===== src/rtl/program_loader.sv =====
// Framed byte-stream loader for the MC14500B program ROM; holds the CPU in reset until loaded.
// Optional trailing XOR checksum byte is enabled by defining LOADER_CHECKSUM_EN.
module program_loader #(
   parameter int unsigned ADDR = 8,
   parameter int unsigned CODE = 4,
   parameter int unsigned WORD = ADDR + CODE
) (
   input  logic            clk,
   input  logic            rst,
   input  logic [7:0]      in_data,
   input  logic            in_valid,
   output logic            in_ready,
   input  logic            reload,
   output logic            program_write,
   output logic [ADDR-1:0] program_addr,
   output logic [WORD-1:0] program_cmd,
   output logic            cpu_run,
   output logic            busy,
   output logic            error
);

   typedef enum logic [2:0] {
      S_IDLE,
      S_LO,
      S_HI,
      S_WR,
`ifdef LOADER_CHECKSUM_EN
      S_CHK,
`endif
      S_DONE,
      S_ERR
   } state_t;

   typedef struct packed {
      logic rdy;
      logic wr;
      logic run;
      logic bsy;
      logic err;
   } flags_t;

   // Outputs are registered alongside the state so each one comes straight off a flop.
   function automatic flags_t flags_of(input state_t s);
      flags_t f;
      f = '0;
      case (s)
         S_IDLE:     f.rdy = 1'b1;
         S_LO, S_HI: begin f.rdy = 1'b1; f.bsy = 1'b1; end
         S_WR:       begin f.wr  = 1'b1; f.bsy = 1'b1; end
`ifdef LOADER_CHECKSUM_EN
         S_CHK:      begin f.rdy = 1'b1; f.bsy = 1'b1; end
`endif
         S_DONE:     f.run = 1'b1;
         S_ERR:      f.err = 1'b1;
         default:    f = '0;
      endcase
      return f;
   endfunction

   state_t          state_q;
   flags_t          flags_q;
   logic [ADDR-1:0] addr_q;
   logic [WORD-1:0] cmd_q;
   logic [7:0]      lo_q;
   logic [ADDR:0]   rem_q;
`ifdef LOADER_CHECKSUM_EN
   logic [7:0]      csum_q;
`endif

   logic            accept_d;
   logic [8:0]      c_ext_d;
   logic [8:0]      full_d;
   logic            c_too_big_d;
   logic [ADDR:0]   n_words_d;
   logic [WORD-1:0] cmd_d;

   always_comb begin
      accept_d    = in_valid && flags_q.rdy;
      c_ext_d     = {1'b0, in_data};
      full_d      = 9'd1 << ADDR;
      c_too_big_d = c_ext_d > full_d;
      n_words_d   = (in_data == 8'd0) ? full_d[ADDR:0] : c_ext_d[ADDR:0];
      cmd_d       = {in_data[WORD-9:0], lo_q};
   end

   always_ff @(posedge clk or negedge rst) begin
      if (!rst) begin
         state_q <= S_IDLE;
         flags_q <= flags_of(S_IDLE);
         addr_q  <= '0;
         cmd_q   <= '0;
         lo_q    <= '0;
         rem_q   <= '0;
`ifdef LOADER_CHECKSUM_EN
         csum_q  <= '0;
`endif
      end else begin
         case (state_q)
            S_IDLE: if (accept_d) begin
               addr_q <= '0;
               rem_q  <= n_words_d;
`ifdef LOADER_CHECKSUM_EN
               csum_q <= in_data;
`endif
               if (c_too_big_d) begin
                  state_q <= S_ERR;
                  flags_q <= flags_of(S_ERR);
               end else begin
                  state_q <= S_LO;
                  flags_q <= flags_of(S_LO);
               end
            end
            S_LO: if (accept_d) begin
               lo_q    <= in_data;
`ifdef LOADER_CHECKSUM_EN
               csum_q  <= csum_q ^ in_data;
`endif
               state_q <= S_HI;
               flags_q <= flags_of(S_HI);
            end
            S_HI: if (accept_d) begin
               cmd_q   <= cmd_d;
`ifdef LOADER_CHECKSUM_EN
               csum_q  <= csum_q ^ in_data;
`endif
               state_q <= S_WR;
               flags_q <= flags_of(S_WR);
            end
            S_WR: begin
               addr_q <= addr_q + ADDR'(1);
               rem_q  <= rem_q - (ADDR+1)'(1);
               if (rem_q == (ADDR+1)'(1)) begin
`ifdef LOADER_CHECKSUM_EN
                  state_q <= S_CHK;
                  flags_q <= flags_of(S_CHK);
`else
                  state_q <= S_DONE;
                  flags_q <= flags_of(S_DONE);
`endif
               end else begin
                  state_q <= S_LO;
                  flags_q <= flags_of(S_LO);
               end
            end
`ifdef LOADER_CHECKSUM_EN
            S_CHK: if (accept_d) begin
               if (csum_q == in_data) begin
                  state_q <= S_DONE;
                  flags_q <= flags_of(S_DONE);
               end else begin
                  state_q <= S_ERR;
                  flags_q <= flags_of(S_ERR);
               end
            end
`endif
            S_DONE, S_ERR: if (reload) begin
               state_q <= S_IDLE;
               flags_q <= flags_of(S_IDLE);
            end
            default: begin
               state_q <= S_IDLE;
               flags_q <= flags_of(S_IDLE);
            end
         endcase
      end
   end

   assign in_ready      = flags_q.rdy;
   assign program_write = flags_q.wr;
   assign cpu_run       = flags_q.run;
   assign busy          = flags_q.bsy;
   assign error         = flags_q.err;
   assign program_addr  = addr_q;
   assign program_cmd   = cmd_q;

endmodule


===== config.mk =====
export PLATFORM = sky130hd
export DESIGN_NAME = program_loader
export DESIGN_NICKNAME = d
export VERILOG_FILES = /design/src/rtl/program_loader.sv
export SDC_FILE = /design/constraint.sdc
export NUM_CORES = 1
export LEC_CHECK = 0
export CORE_MARGIN = 10
export CORE_UTILIZATION = 52
export CTS_BUF_LIST = sky130_fd_sc_hd__clkbuf_16
export CTS_CLUSTER_DIAMETER = 80
export DETAILED_ROUTE_END_ITERATION = 10
export PLACE_DENSITY = 0.79
export SLEW_MARGIN = 10
export SYNTH_ARGS = -nofsm -noshare
export SYNTH_HDL_FRONTEND = slang
export SYNTH_SLANG_ARGS = --single-unit

===== constraint.sdc =====
create_clock -name clk -period 1.79 [get_ports clk]
set_input_delay 0.537 -clock clk [delete_from_list [all_inputs] [get_ports clk]]
set_output_delay 0.537 -clock clk [all_outputs]
set_load 0.1 [all_outputs]

==> metrics list, run 1 <==
- Core ar.: 0.00374 mm^2
- For this run the aggregate overflow at the end of global routing stands at 0.
- Setup repair after global routing left no endpoint under its margin.
* Mean Syn Cell Area: 11.6 um^2
- Once routing completed, OpenROAD measured the worst setup slack at 0.0741 ns.
- Quantity of I/O buffers inserted on ports: 35
- Proportion of synthesized flip-flops having asynchronous set or reset: 100%
- Met2 layer wire length in the routed design: 2870 um
* Crit path launch type: register
* Dominant synthesized flop cell: sky130_fd_sc_hd__dfrtp_1
* Initial antenna violation count: 0
* Max Cap Viol: 0
- Vias: 1659
- Post-route minimum period: 1.72 ns
* Final-report setup violation count: 0
- The number of global-route vias before repair came to 1854.
- The tree built by TritonCTS fans out to 43 sinks.
- Top-level I/O count: 37
- Diodes inserted: 0
- Wire length on met3: 505 um
- Layout Area Growth over Synthesis: 48.5%
- Before CTS, the worst setup slack after placement is -0.396 ns.
* FP Rows: 22
- Derived from the worst setup path, the maximum achievable clock frequency is 583 MHz.
- In this run the number of H-tree levels came out at 2.
- The max-slew violation count came to 0.
* Multi-input gate area: 955 um^2
* Power per standard cell area: 727 mW/mm^2
- Cell count after synthesis: 177
- Buffers inserted during post-CTS setup optimization: 0
- Drt initial violations: 163
- Number of cells in the design after placement: 266
* Reg clk slew, reported paths: 0.06 ns
- Hold-fix buffers at CTS: 0
- Global-route wire length before repair: 9330 um
- For this run, the share of the core covered by cells in the final layout is 81.1%.
- Area taken by flip-flops and latches: 0.00109 mm^2
* Count of state elements after synthesis: 43
- In this run the worst hold path is classified as input port to asynchronous set/reset pin.
- Area of placed instances: 0.00283 mm^2
- Overall routing resource usage: 17.7%
* Req. time, crit path: 1.25 ns
- Critical Setup Path Class: register to primary output
- Final cell count without fillers: 274
- Clock buffer depth: 2
- Floorplan die area: 0.00684 mm^2
- Across the VDD grid, the largest voltage drop is 0.000754 V.
- Final routed wire length divided by cell count: 20.3 um
* Post-synth EDFFs: 0
* Via density: 6.05
- Clock tree from TritonCTS: done
* Clock Latency Late Sink: 0.28 ns
- Nets@finish: 240
* Area share of the leading cell type in the synthesized netlist: 51.4%
* Total Wirelength: 5560 um
- Routed met1 length: 2090 um
* Die span in x: 82.7 um
- The number of nets handed over by synthesis was 192.
- Sequential share of the synthesized area: 52.7%
- Finished layout cell area: 0.00304 mm^2
- The cell area that synthesis handed to floorplanning was 0.00205 mm^2.
- Ratio of final minimum period to clock period: 95.9%
- Root cell of the clock tree: sky130_fd_sc_hd__clkbuf_16
- Overall die height: 82.7 um
* RD Place Congestion: 0.859
- Entering global routing, the biggest net connects 44 pins.
- Total iterations of the first detailed-routing run: 6
* Final-report hold violation count: 0
- Layout cell share with drive strength beyond 1: 39.4%
* Cells taking the most area after synthesis: sky130_fd_sc_hd__dfrtp_1 51%, sky130_fd_sc_hd__mux2_2 11%, sky130_fd_sc_hd__o21ai_0 3.4%
- For this design the static power due to leakage is 1.31 nW.
- Synth warnings: 0
* Data arrival time of the critical path: 1.18 ns
- The count of nets left with antenna violations once routing finished came out at 0.
- Detailed placement ended at an HPWL of 3920 um.
- For the final database, setup skew stands at 0.00765 ns.
- Total CTS buffers: 5
* Initial core utilization: 54.6%
- Critical Path End Type: primary output
* Filler instances: 217
* Detailed-route DRC error count: 0
- The largest total area in the synthesized netlist belongs to sky130_fd_sc_hd__dfrtp_1.
* Worst-path fanout max: 9
- The number of different library cells used by synthesis comes to 47.
- Routed signal wires occupy layers up through met4.
* Outcome: completed
- Worst Hold Margin: 0.221 ns
metal layers:
| metal | GRT usage [%] | up-vias |
|---|---|---|
| met5 | 0 | - |
| met3 | 6.70 | 13 |
| met4 | 5.52 | 0 |
| li1 | - | 755 |
| met1 | 20.2 | 810 |
| met2 | 30.2 | 81 |
area by class of cell:
| type | instances | share of cell area (%) |
|---|---|---|
| clock buffers | 5 | 4.12 |
| clock inverters | 3 | 2.10 |
| flip-flops and latches | 43 | 35.8 |
| repair buffers | 50 | 24.2 |
| inverters | 3 | 0.371 |
| well taps | 48 | 1.98 |
| multi-input cells | 122 | 31.4 |
flip-flops by register name, indices dropped and copies added, names as in the netlist:
name and count:
rem_q 9, busy 1, lo_q 8, program_addr 8, program_write 1, program_cmd 12
state_q 3, in_ready 1
critical path, cell delays in order (launching register included):
cell                      delay (ns)
sky130_fd_sc_hd__dfrtp_2        0.50
sky130_fd_sc_hd__buf_4          0.22
sky130_fd_sc_hd__buf_12         0.18
kinds of logic after synthesis:
| logic type | after synthesis | synth area share [%] |
|---|---|---|
| xor+xnor | 2 | 0.856 |
| flops | 43 | 52.7 |
| simple gates | 55 | 17.1 |
| compound gates | 41 | 13.6 |
| other cells | 1 | 0.183 |
| buf+inv | 12 | 2.75 |
| mux | 20 | 11.0 |
| fa+ha+maj | 3 | 1.84 |
final timing paths:
kind	from	end	slack, ns	cells past startpoint
min in group clk	lo_q[1]	lo_q[1]	0.50	1
hold / removal	rst	rem_q[4]	0.22	2
max in group asynchronous	rst	in_ready	1.30	2
hold reg to reg	lo_q[1]	lo_q[1]	0.50	1
setup reg to reg	state_q[0]	program_addr[7]	0.11	4
setup / recovery	state_q[2]	cpu_run	0.07	2
timing repair:
item,CTS,global route
gates resized for setup,2,2
endpoints found under the hold margin,0,0
pin swaps,0,0
endpoints found under the setup margin,20,1
where the power goes:
group / internal (W) / total, W / switching (W)
sequential: 0.000972 / 0.000972 / 0
clock: 0.000794 / 0.00116 / 0.000364
combinational: 0.0000322 / 0.0000780 / 0.0000458
total: 0.00180 / 0.00221 / 0.000410
cells in the mapped netlist, drive strengths merged, types with 2 or more instances:
| cell | number |
|---|---|
| inv | 3 |
| xnor2 | 2 |
| and3b | 2 |
| a21oi | 6 |
| a31oi | 2 |
| a211oi | 2 |
| clkbuf | 2 |
| nand2 | 14 |
| a221o | 2 |
| buf | 7 |
| nor4 | 6 |
| mux2 | 20 |
| ha | 3 |
| nand3 | 3 |
| and3 | 2 |
| or4 | 2 |
| nand2b | 3 |
| nor2 | 7 |
| nor3 | 6 |
| o21ai | 14 |
| a22oi | 2 |
| o31ai | 3 |
| dfrtp | 42 |
| nand4 | 4 |
| o221ai | 2 |
through the flow:
step | total power [W] | TNS (ns)
2_1_floorplan | 0.00100 | -0.0102
3_3_place_gp | 0.00107 | -9.60
3_5_place_dp | 0.00107 | -10.42
4_1_cts | 0.00222 | 0
5_1_grt | 0.00227 | 0
6_report | 0.00221 | 0
cells in the final DEF (no fill, tap or decap), drive strengths merged, types with 3 or more instances in the layout:
cell           count
a21oi              6
buf               40
clkbuf             5
clkdlybuf4s50      9
dfrtp             42
ha                 3
inv                4
mux2              20
nand2             14
nand2b             3
nand3              3
nand4              4
nor2               7
nor3               6
nor4               6
o21ai             14
o31ai              3
(Power assumes the default switching activity.)
==> inputs of run 2 (changes only) <==
Settings changed: GPL_ROUTABILITY_DRIVEN set to 0, GPL_TIMING_DRIVEN set to 0.
==> metrics list, run 2 (synthesis results as in run 1) <==
- The run finished with clean final reports.
- Stage delay of the slowest cell on the critical path: 0.56 ns
* Pins over their slew limit: 0
- In the layout the commonest cells are 36 x sky130_fd_sc_hd__dfrtp_1, 20 x sky130_fd_sc_hd__mux2_2, 14 x sky130_fd_sc_hd__o21ai_0.
- Floorplan die area: 0.00684 mm^2
- Together, buffers and inverters on the worst path number 1.
* Reg clk slew, reported paths: 0.06 ns
- The clock tree synthesis step divided the H-tree into 2 levels.
- Worst-path fanout max: 4
- Initial antenna violation count: 0
- Post-route minimum period: 1.75 ns
- Slowest-stage cell, CP: sky130_fd_sc_hd__clkdlybuf4s15_2
- After detailed routing, the number of remaining DRC violations is 0.
- The number of antenna diodes in the final layout is 0.
- Flip-flop count of the largest register, all copies and words added: 12
- Total iterations of the first detailed-routing run: 4
* Leakage power figure: 1.14 nW
- Vias: 1615
- Die span in x: 82.7 um
- Final routed wire length divided by cell count: 17.9 um
- Global routing used 15.5% of the available tracks.
* Area of placed instances: 0.00252 mm^2
- The number of global-route vias before repair came to 1682.
- Dividing the detail-routed via count by the number of cells gives 6.00.
* Worst hold-check path type: input port to asynchronous set/reset pin
* Worst IR Drop VDD: 0.000527 V
- Power per standard cell area: 718 mW/mm^2
- Max Cap Viol: 0
* Hold-fix buffers at CTS: 0
- Data arrival time of the critical path: 1.21 ns
- Total CTS buffers: 5
* Critical Setup Path Class: register to primary output
- Overall die height: 82.7 um
- Port buffering added 35 buffers.
* Pin count of the biggest net entering global routing: 25
* Ratio of final minimum period to clock period: 97.8%
- Headroom to the max-slew limit came out at 63.4%.
- Compared with the post-synthesis result, the final layout area differs by 29.9%.
- Once routing completed, OpenROAD measured the worst setup slack at 0.0387 ns.
- Layout cell share with drive strength beyond 1: 37.1%
* Finished layout cell area: 0.00266 mm^2
- After global routing the overflow that remains totals 0.
- Post-Route Skew: 0.00321 ns
* Post-placement setup slack: -0.552 ns
* RSZ-0062 raised after global routing: false
- Post-detailed-placement half-perimeter wirelength: 3440 um
* Count of antenna-violating nets left after detailed routing: 0
- The first routing iteration left 142 violations.
* FP Rows: 22
- Core ar.: 0.00374 mm^2
- Broken down by cell family, the worst path's largest delay share belongs to buffers and inverters.
* Initial core utilization: 54.6%
* Global-route wire length before repair: 8340 um
- Max Freq: 571 MHz
- The final number of hold-violating endpoints came to 0.
- Clock Latency Late Sink: 0.28 ns
- List of cells traversed by the critical path: clkdlybuf4s15_2
- Root cell of the clock tree: sky130_fd_sc_hd__clkbuf_16
- Sinks on Clock Net: 43
- Crit path launch type: register
- STA classifies the critical path endpoint as a primary output.
* Final-report setup violation count: 0
- Top-level I/O count: 37
- The final layout contains routed wiring with a total length of 4820 um.
- Req. time, crit path: 1.25 ns
- For the pin with the worst max-slew slack, the measured transition is 0.552 ns.
- Filler instances: 279
- Most common library cell in the layout ignoring fill and taps: sky130_fd_sc_hd__dfrtp_1
- TritonCTS built the clock tree.
- Clock buffer depth: 2
- For this run, the post-layout net count is 235.
==> run 2: cell types whose count changed in the layout (fill, tap and decap cells not counted), moves of 2 or more <==
cell	change
sky130_fd_sc_hd__buf_12	-27
sky130_fd_sc_hd__clkdlybuf4s15_2	+13
sky130_fd_sc_hd__buf_2	+12
sky130_fd_sc_hd__buf_4	-11
sky130_fd_sc_hd__buf_6	+3
sky130_fd_sc_hd__clkdlybuf4s18_2	+3
sky130_fd_sc_hd__bufinv_16	-2
==> run 2: metal layers <==
| layer | global-route usage (%) | wire length, um | up-vias |
|---|---|---|---|
| li1 | - | - | 749 |
| met3 | 5.51 | 359 | 8 |
| met5 | 0 | 0 | - |
| met1 | 19.2 | 2000 | 806 |
| met4 | 4.85 | 59 | 0 |
| met2 | 24.8 | 2400 | 52 |
==> run 2: final timing paths <==
| check | start | endpoint | slack (ns) | cells after the start |
|---|---|---|---|---|
| hold reg to reg | program_addr[7] | program_addr[7] | 0.50 | 1 |
| hold / removal | rst | program_cmd[11] | 0.22 | 1 |
| setup reg to reg | state_q[2] | rem_q[7] | 0.06 | 4 |
| min in group clk | program_addr[7] | program_addr[7] | 0.50 | 1 |
| setup / recovery | program_addr[4] | program_addr[4] | 0.04 | 1 |
| max in group asynchronous | rst | state_q[0] | 1.09 | 2 |
==> run 2: power by group <==
group	leakage [nW]	total (W)	switching, W	internal, W
registers	0.521	0.000972	0	0.000972
clock network	0.0710	0.000866	0.000357	0.000509
logic	0.548	0.0000711	0.0000428	0.0000284
total	1.14	0.00191	0.000400	0.00151
==> run 2: area by class of cell <==
type                       count  area (um^2)  area share (%)
inverter                       3         11.3           0.424
timing repair buffer          36          354            13.3
buffer                         9         60.1            2.26
sequential                    43         1090            41.0
multi-input combinational    122          942            35.5
clock inverter                 3         16.3           0.612
tap                           48         60.1            2.26
clock buffer                   5          125            4.71
==> run 2: through the flow <==
stage	utilization (%)	hold slack, ns	power (W)	instances	TNS, ns
2_1_floorplan	-	0.241	0.00100	177	-0.0102
3_3_place_gp	66.7	0.472	0.00105	260	-54.43
3_5_place_dp	67.3	0.491	0.00106	261	-20.83
4_1_cts	71.1	0.228	0.00193	269	-0.00655
5_1_grt	71.0	0.252	0.00198	269	0
6_report	71.0	0.217	0.00191	269	0
==> run 2: repair_timing <==
item,in CTS,in global routing
endpoints found under the hold margin,0,0
pin swaps,0,0
buffers inserted,0,0
endpoints found under the setup margin,54,10
gates resized for setup,88,15
==> inputs of run 3 (changes only) <==
Settings changed: CORE_UTILIZATION 52 to 55, PLACE_DENSITY 0.79 to 0.83.
Clock period 1.79 ns to 2.2 ns, I/O delays scaled along.
==> metrics list, run 3 (synthesis results as in run 1) <==
- The floorplan step defined a core boundary enclosing 0.00363 mm^2.
- Setup repair after global routing left no endpoint under its margin.
- H-Tree Depth: 2
* Internal: 0.00134 W
* Data arrival time of the critical path: 1.52 ns
* Detailed-route DRC error count: 0
* Overall die height: 81.0 um
* Cell class contributing the biggest share of worst-path delay: buffers and inverters
- The tree is rooted in a sky130_fd_sc_hd__clkbuf_16.
- Static timing analysis puts the maximum clock frequency at 459 MHz.
- Outcome: completed
- Ratio of final minimum period to clock period: 99.0%
- Post-route minimum period: 2.18 ns
- Setup slack closes at 0.0211 ns.
* Diodes inserted: 0
* Sequential Power Share: 47.6%
- Total Wirelength: 4960 um
- The worst setup path is captured at a primary output.
- Vias: 1619
* Flip-flop count of the largest register, all copies and words added: 12
- Final-report setup violation count: 0
- Input and output buffers added on the ports amount to 35.
- For this design the ratio of total power to cell area is 631 mW/mm^2.
- FP Rows: 22
- The number of global-route vias before repair is 1691.
* Crit path launch type: register
- Global route overflow: 0
- Measured along the x axis, the die boundary spans 81.0 um.
- Measured slew at the worst slew-check pin: 0.982 ns
- In this run the critical register-to-register path is launched from state_q[2].
- Part of the power in the clock network: 48.9%
- Sinks on Clock Net: 43
* Worst-path fanout max: 2
- The later pin in the worst-skew pair is clocked with a latency of 0.29 ns.
- Power dissipated by switching net loads: 0.000324 W
- In this run the remaining antenna-violating nets after routing total 0.
- The signal on the critical path passes through dlygate4sd2_1.
- Leakage power figure: 1.18 nW
- Total iterations of the first detailed-routing run: 5
- Start point of the critical path: program_cmd[4]
- Post-Route Skew: 0.00329 ns
- The number of cells on the worst reg-to-reg path is 5.
* Overall routing resource usage: 16.2%
- The max-slew violation count is 0.
- The net count of the finished layout is 234.
* Global-route wire length before repair: 8210 um
- Total CTS buffers: 5
- Worst hold-check path type: input port to asynchronous set/reset pin
- Slew headroom: 34.8%
- In this run the number of cells on the critical path is 1.
- Critical path buffers and inverters: 1
- After detailed routing, the number of vias per cell comes to 6.06.
- Pin placement for this block handled 37 I/O pins.
- Combinational share of power: 3.5%
- Most common library cell in the layout ignoring fill and taps: sky130_fd_sc_hd__dfrtp_1
- The worst-case IR drop observed on VDD is 0.000611 V.
* Buffers inserted during post-CTS setup optimization: 0
- Req. time, crit path: 1.54 ns
- Critical Setup Path Class: register to primary output
- The number of antenna violations at the first check in global routing is 0.
* Max Cap Viol: 0
- Pin count of the biggest net entering global routing: 25
* Clock buffer depth: 2
- Layout cell share with drive strength beyond 1: 26.0%
- Final routed wire length divided by cell count: 18.6 um
- Stage delay of the slowest cell on the critical path: 0.87 ns
- Clock tree from TritonCTS: done
- Initial core utilization: 56.3%
- For this block, the initial DRC count from the detailed router was 151.
* Final-report hold violation count: 0
- Net switching is 19.5% of the power.
- Reg clk slew, reported paths: 0.06 ns
* Layout Area Growth over Synthesis: 28.9%
- After legalization and detailed placement, the total HPWL measured 3590 um.
- Before CTS, the worst setup slack after placement is -0.304 ns.
- Leading cell types in the layout, fill and taps excluded: 42 x sky130_fd_sc_hd__dfrtp_1, 20 x sky130_fd_sc_hd__mux2_2, 14 x sky130_fd_sc_hd__o21ai_0
* Slowest-stage cell, CP: sky130_fd_sc_hd__dlygate4sd2_1
- The floorplan step defined a die boundary enclosing 0.00656 mm^2.
- Power comes to 0.00166 W.
run 3: what timing repair did:
action,in CTS,in global routing
hold endpoints to repair,0,0
hold buffers,0,0
resized for setup,41,10
endpoints found under the setup margin,32,19
run 3: final cells by class:
| class | instances | area, um^2 |
|---|---|---|
| inverters | 3 | 11.3 |
| multi-input cells | 122 | 925 |
| clock buffers | 5 | 125 |
| well taps | 48 | 60.1 |
| repair buffers | 36 | 360 |
| fillers | 265 | 997 |
| clock inverters | 2 | 33.8 |
| plain buffers | 8 | 43.8 |
| flip-flops and latches | 43 | 1080 |
run 3: worst paths after layout:
kind,end,slack (ns)
hold reg to reg,program_cmd[2],0.50
setup / recovery,program_cmd[4],0.02
hold / removal,program_addr[5],0.34
min in group clk,program_cmd[2],0.50
max in group asynchronous,lo_q[6],1.38
setup reg to reg,program_addr[4],0.41
run 3: worst register-to-register path: stages, from the launching register on:
cell and delay [ns]:
sky130_fd_sc_hd__dfrtp_1 0.51, sky130_fd_sc_hd__nand3b_2 0.28, sky130_fd_sc_hd__clkbuf_1 0.40, sky130_fd_sc_hd__a31oi_1 0.11
sky130_fd_sc_hd__o21ai_0 0.23, sky130_fd_sc_hd__o21ai_0 0.13
run 3: power groups by stage:
stage           logic, W  clock network, W  registers (W)
2_1_floorplan  0.0000102                 0       0.000806
3_3_place_gp   0.0000523                 0       0.000805
3_5_place_dp   0.0000587                 0       0.000805
4_1_cts        0.0000591          0.000817       0.000791
5_1_grt        0.0000632          0.000851       0.000791
6_report       0.0000585          0.000814       0.000791
run 3: routing by layer:
layer / up-vias / track usage, % / part of all wire (%)
met1: 815 / 17.8 / 39
met5: - / 0 / 0
met4: 0 / 7.44 / 1.5
met2: 52 / 26.9 / 52
li1: 743 / - / -
met3: 9 / 6.40 / 7.5
run 3: per-stage QoR:
stage	utilization, %	hold slack (ns)	setup TNS (ns)	cell area [um^2]	instances
floorplan	-	0.364	0	2050	177
global placement	67.6	0.471	-28.69	2460	260
detailed placement	68.2	0.495	-6.39	2480	261
CTS	72.5	0.351	0	2630	268
global route	72.6	0.362	0	2640	267
finish	72.6	0.336	0	2640	267
==> RTL edit: new RTL, config.mk and constraints of run 3 <==
`CODE`: 4 -> 8.
--- a/src/rtl/program_loader.sv
+++ b/src/rtl/program_loader.sv
@@ -2,7 +2,7 @@
 // Optional trailing XOR checksum byte is enabled by defining LOADER_CHECKSUM_EN.
 module program_loader #(
    parameter int unsigned ADDR = 8,
-   parameter int unsigned CODE = 4,
+   parameter int unsigned CODE = 8,
    parameter int unsigned WORD = ADDR + CODE
 ) (
    input  logic            clk,
Interface: changed (resized program_cmd); port bits go from 37 to 41. No check against the original RTL was run, so the function may have changed too.
==> RTL edit against run 3 <==
- cell area up 4.8%
- synthesized cell count up 7.3%
- clock skew up 1.1 ps
- clock power down 14%
- routed wire length down 2.5%
- power down 2.5%
- count of clock-buffer cells in the layout unchanged
- sequential cell count up 4
- utilization up 1.2 points
- setup slack better by 22 ps
- hold slack about the same
- critical path depth unchanged
- area after synthesis up 6.7%
- largest power group is now sequential cells
==> RTL edit: results (changes against run 3) <==
run_status:
  status: "finished clean"
grt:
  grt_first_pass_wirelength_um: 8150  # -0.77%
  grt_start_max_net_pins: 27  # +8.0%
  grt_use_total_pct: 14.1  # -2.0 points
  first_global_vias: 1660  # -1.8%
power:
  peak_supply_drop_v: 0.000488  # -20%
  power.leakage_nw: 1.35  # +14%
cts:
  clock_path_buffers: 2  # unchanged
  h-tree-depth: 2  # unchanged
synthesis:
  netlist_top_cells_area: "sky130_fd_sc_hd__dfrtp_1, sky130_fd_sc_hd__mux2_1, sky130_fd_sc_hd__mux2_2"
  synth_common_cells: "sky130_fd_sc_hd__dfrtp_1, sky130_fd_sc_hd__o21ai_0, sky130_fd_sc_hd__nand2_1, sky130_fd_sc_hd__nor2_1"
  synth-async-reset-ratio_pct: 100  # unchanged
  postSynthNetCount: 205  # +6.8%
  ys_seq_area_share_pct: 53.9  # +1.3 points
  synth_cells: 190  # +7.3%
  synth_ff_type: "sky130_fd_sc_hd__dfrtp_1"
sta:
  final_critical_path_setup_slack_ps: 43.0  # +21.9 ps
  finalClockSkew_ps: 4.39  # +1.10 ps
  relSlewSlack_pct: 35.0  # +0.24 points
worst_setup_path:
  reg2reg_setup_slack_ps: 430  # +20 ps
  critical_path_arrival_ps: 1500  # -20 ps
  critical_path_launch_point: "program_cmd[4]"
  crit_path_max_fanout: 2  # unchanged
  critical-path-slowest-cell: "sky130_fd_sc_hd__dlygate4sd2_1"
  timing.rr.end: "rem_q[8]"
  critPathTopFamily: "buffers and inverters"
  reg2reg_from: "rem_q[3]"
  worst-r2r-cell-count: 4  # -1
  timing.critical_path.slowest_cell_delay_ps: 870  # about the same
drt:
  wire_per_inst_um: 16.8  # -9.3%
  initialDrtViolationCount: 94  # -38%
  post_route_wl_um: 4830  # -2.5%
  detail_route.first_pass.iterations: 4  # -1
  detail_route.vias_per_cell: 5.82  # -4.0%
placement:
  dp_hpwl_um: 3580  # -0.26%
  placement.setup.worst_slack_ps: -509  # -206 ps
  place.port_buffers: 39  # +11%
  dp_cells: 278  # +6.5%
layout:
  post_route_cells_drive_above_1_share_pct: 19.7  # -6.4 points
  largest_register_ff_count: 16  # +4
  finish.net_count: 253  # +8.1%
hold_path:
  hold_class: "in2async"
==> RTL edit: cell types whose count changed after synthesis, moves of 3 or more <==
cell and change:
sky130_fd_sc_hd__inv_1 +3, sky130_fd_sc_hd__dfrtp_1 +4, sky130_fd_sc_hd__nor3_2 -3, sky130_fd_sc_hd__o31ai_1 -3, sky130_fd_sc_hd__mux2i_1 +3, sky130_fd_sc_hd__mux2_1 +12, sky130_fd_sc_hd__o21ai_0 +6, sky130_fd_sc_hd__mux2_2 -8
sky130_fd_sc_hd__nor2_1 +6
==> RTL edit: final cells by class <==
class                      count  area [um^2]
fill                         275          981
tap                           48         60.1
buffer                         8         42.5
inverter                       6         22.5
clock buffer                   5          125
clock inverter                 3         16.3
multi-input combinational    129          943
sequential                    47         1180
timing repair buffer          41          370
==> RTL edit: layer usage <==
metal	GRT usage (%)	routed length [um]	vias to the layer above
met3	5.27	292	7
li1	-	-	792
met1	16.3	2060	818
met5	0	0	-
met2	23.8	2430	53
met4	3.85	55	0
==> RTL edit: worst min path at each step <==
stage	slack (ps)	start	endpoint
6_report	340	rst	program_cmd[0]
5_1_grt	360	rst	rem_q[1]
4_1_cts	350	rst	program_cmd[0]
3_5_place_dp	470	program_addr[7]	program_addr[7]
3_3_place_gp	470	program_addr[7]	program_addr[7]
2_1_floorplan	360	rst	busy
==> RTL edit: timing repair <==
action,CTS,global route
pin swaps,1,0
setup endpoints to repair,37,11
buffers inserted,1,0
resized for setup,38,10
==> RTL edit: through the flow <==
step,cell area (um^2),hold WS (ps),setup TNS (ps)
after floorplan,2190,364,0
after global placement,2640,465,-43100
after detailed placement,2650,475,-7420
after CTS,2780,352,0
after global routing,2760,364,0
final,2760,337,0
==> RTL edit: kinds of logic (layout without fill, tap and decap cells) <==
family | count (synthesis) | count (layout) | synth area share (%)
AND/OR/NAND/NOR | 54 | 54 | 14.2
flip-flops | 47 | 47 | 53.9
AO/OA/AOI/OAI | 44 | 44 | 13.3
multiplexers | 27 | 27 | 13.8
buffers and inverters | 14 | 63 | 2.98
adder cells (fa/ha/maj) | 3 | 3 | 1.72
other | 1 | 1 | 0.172
==> RTL edit: power breakdown <==
| part | total (mW) | leakage, nW | switching, mW | internal [mW] |
|---|---|---|---|---|
| clock | 0.699 | 0.0710 | 0.286 | 0.414 |
| combinational | 0.0575 | 0.693 | 0.0353 | 0.0222 |
| sequential | 0.864 | 0.590 | 0 | 0.864 |
| total | 1.62 | 1.35 | 0.321 | 1.30 |
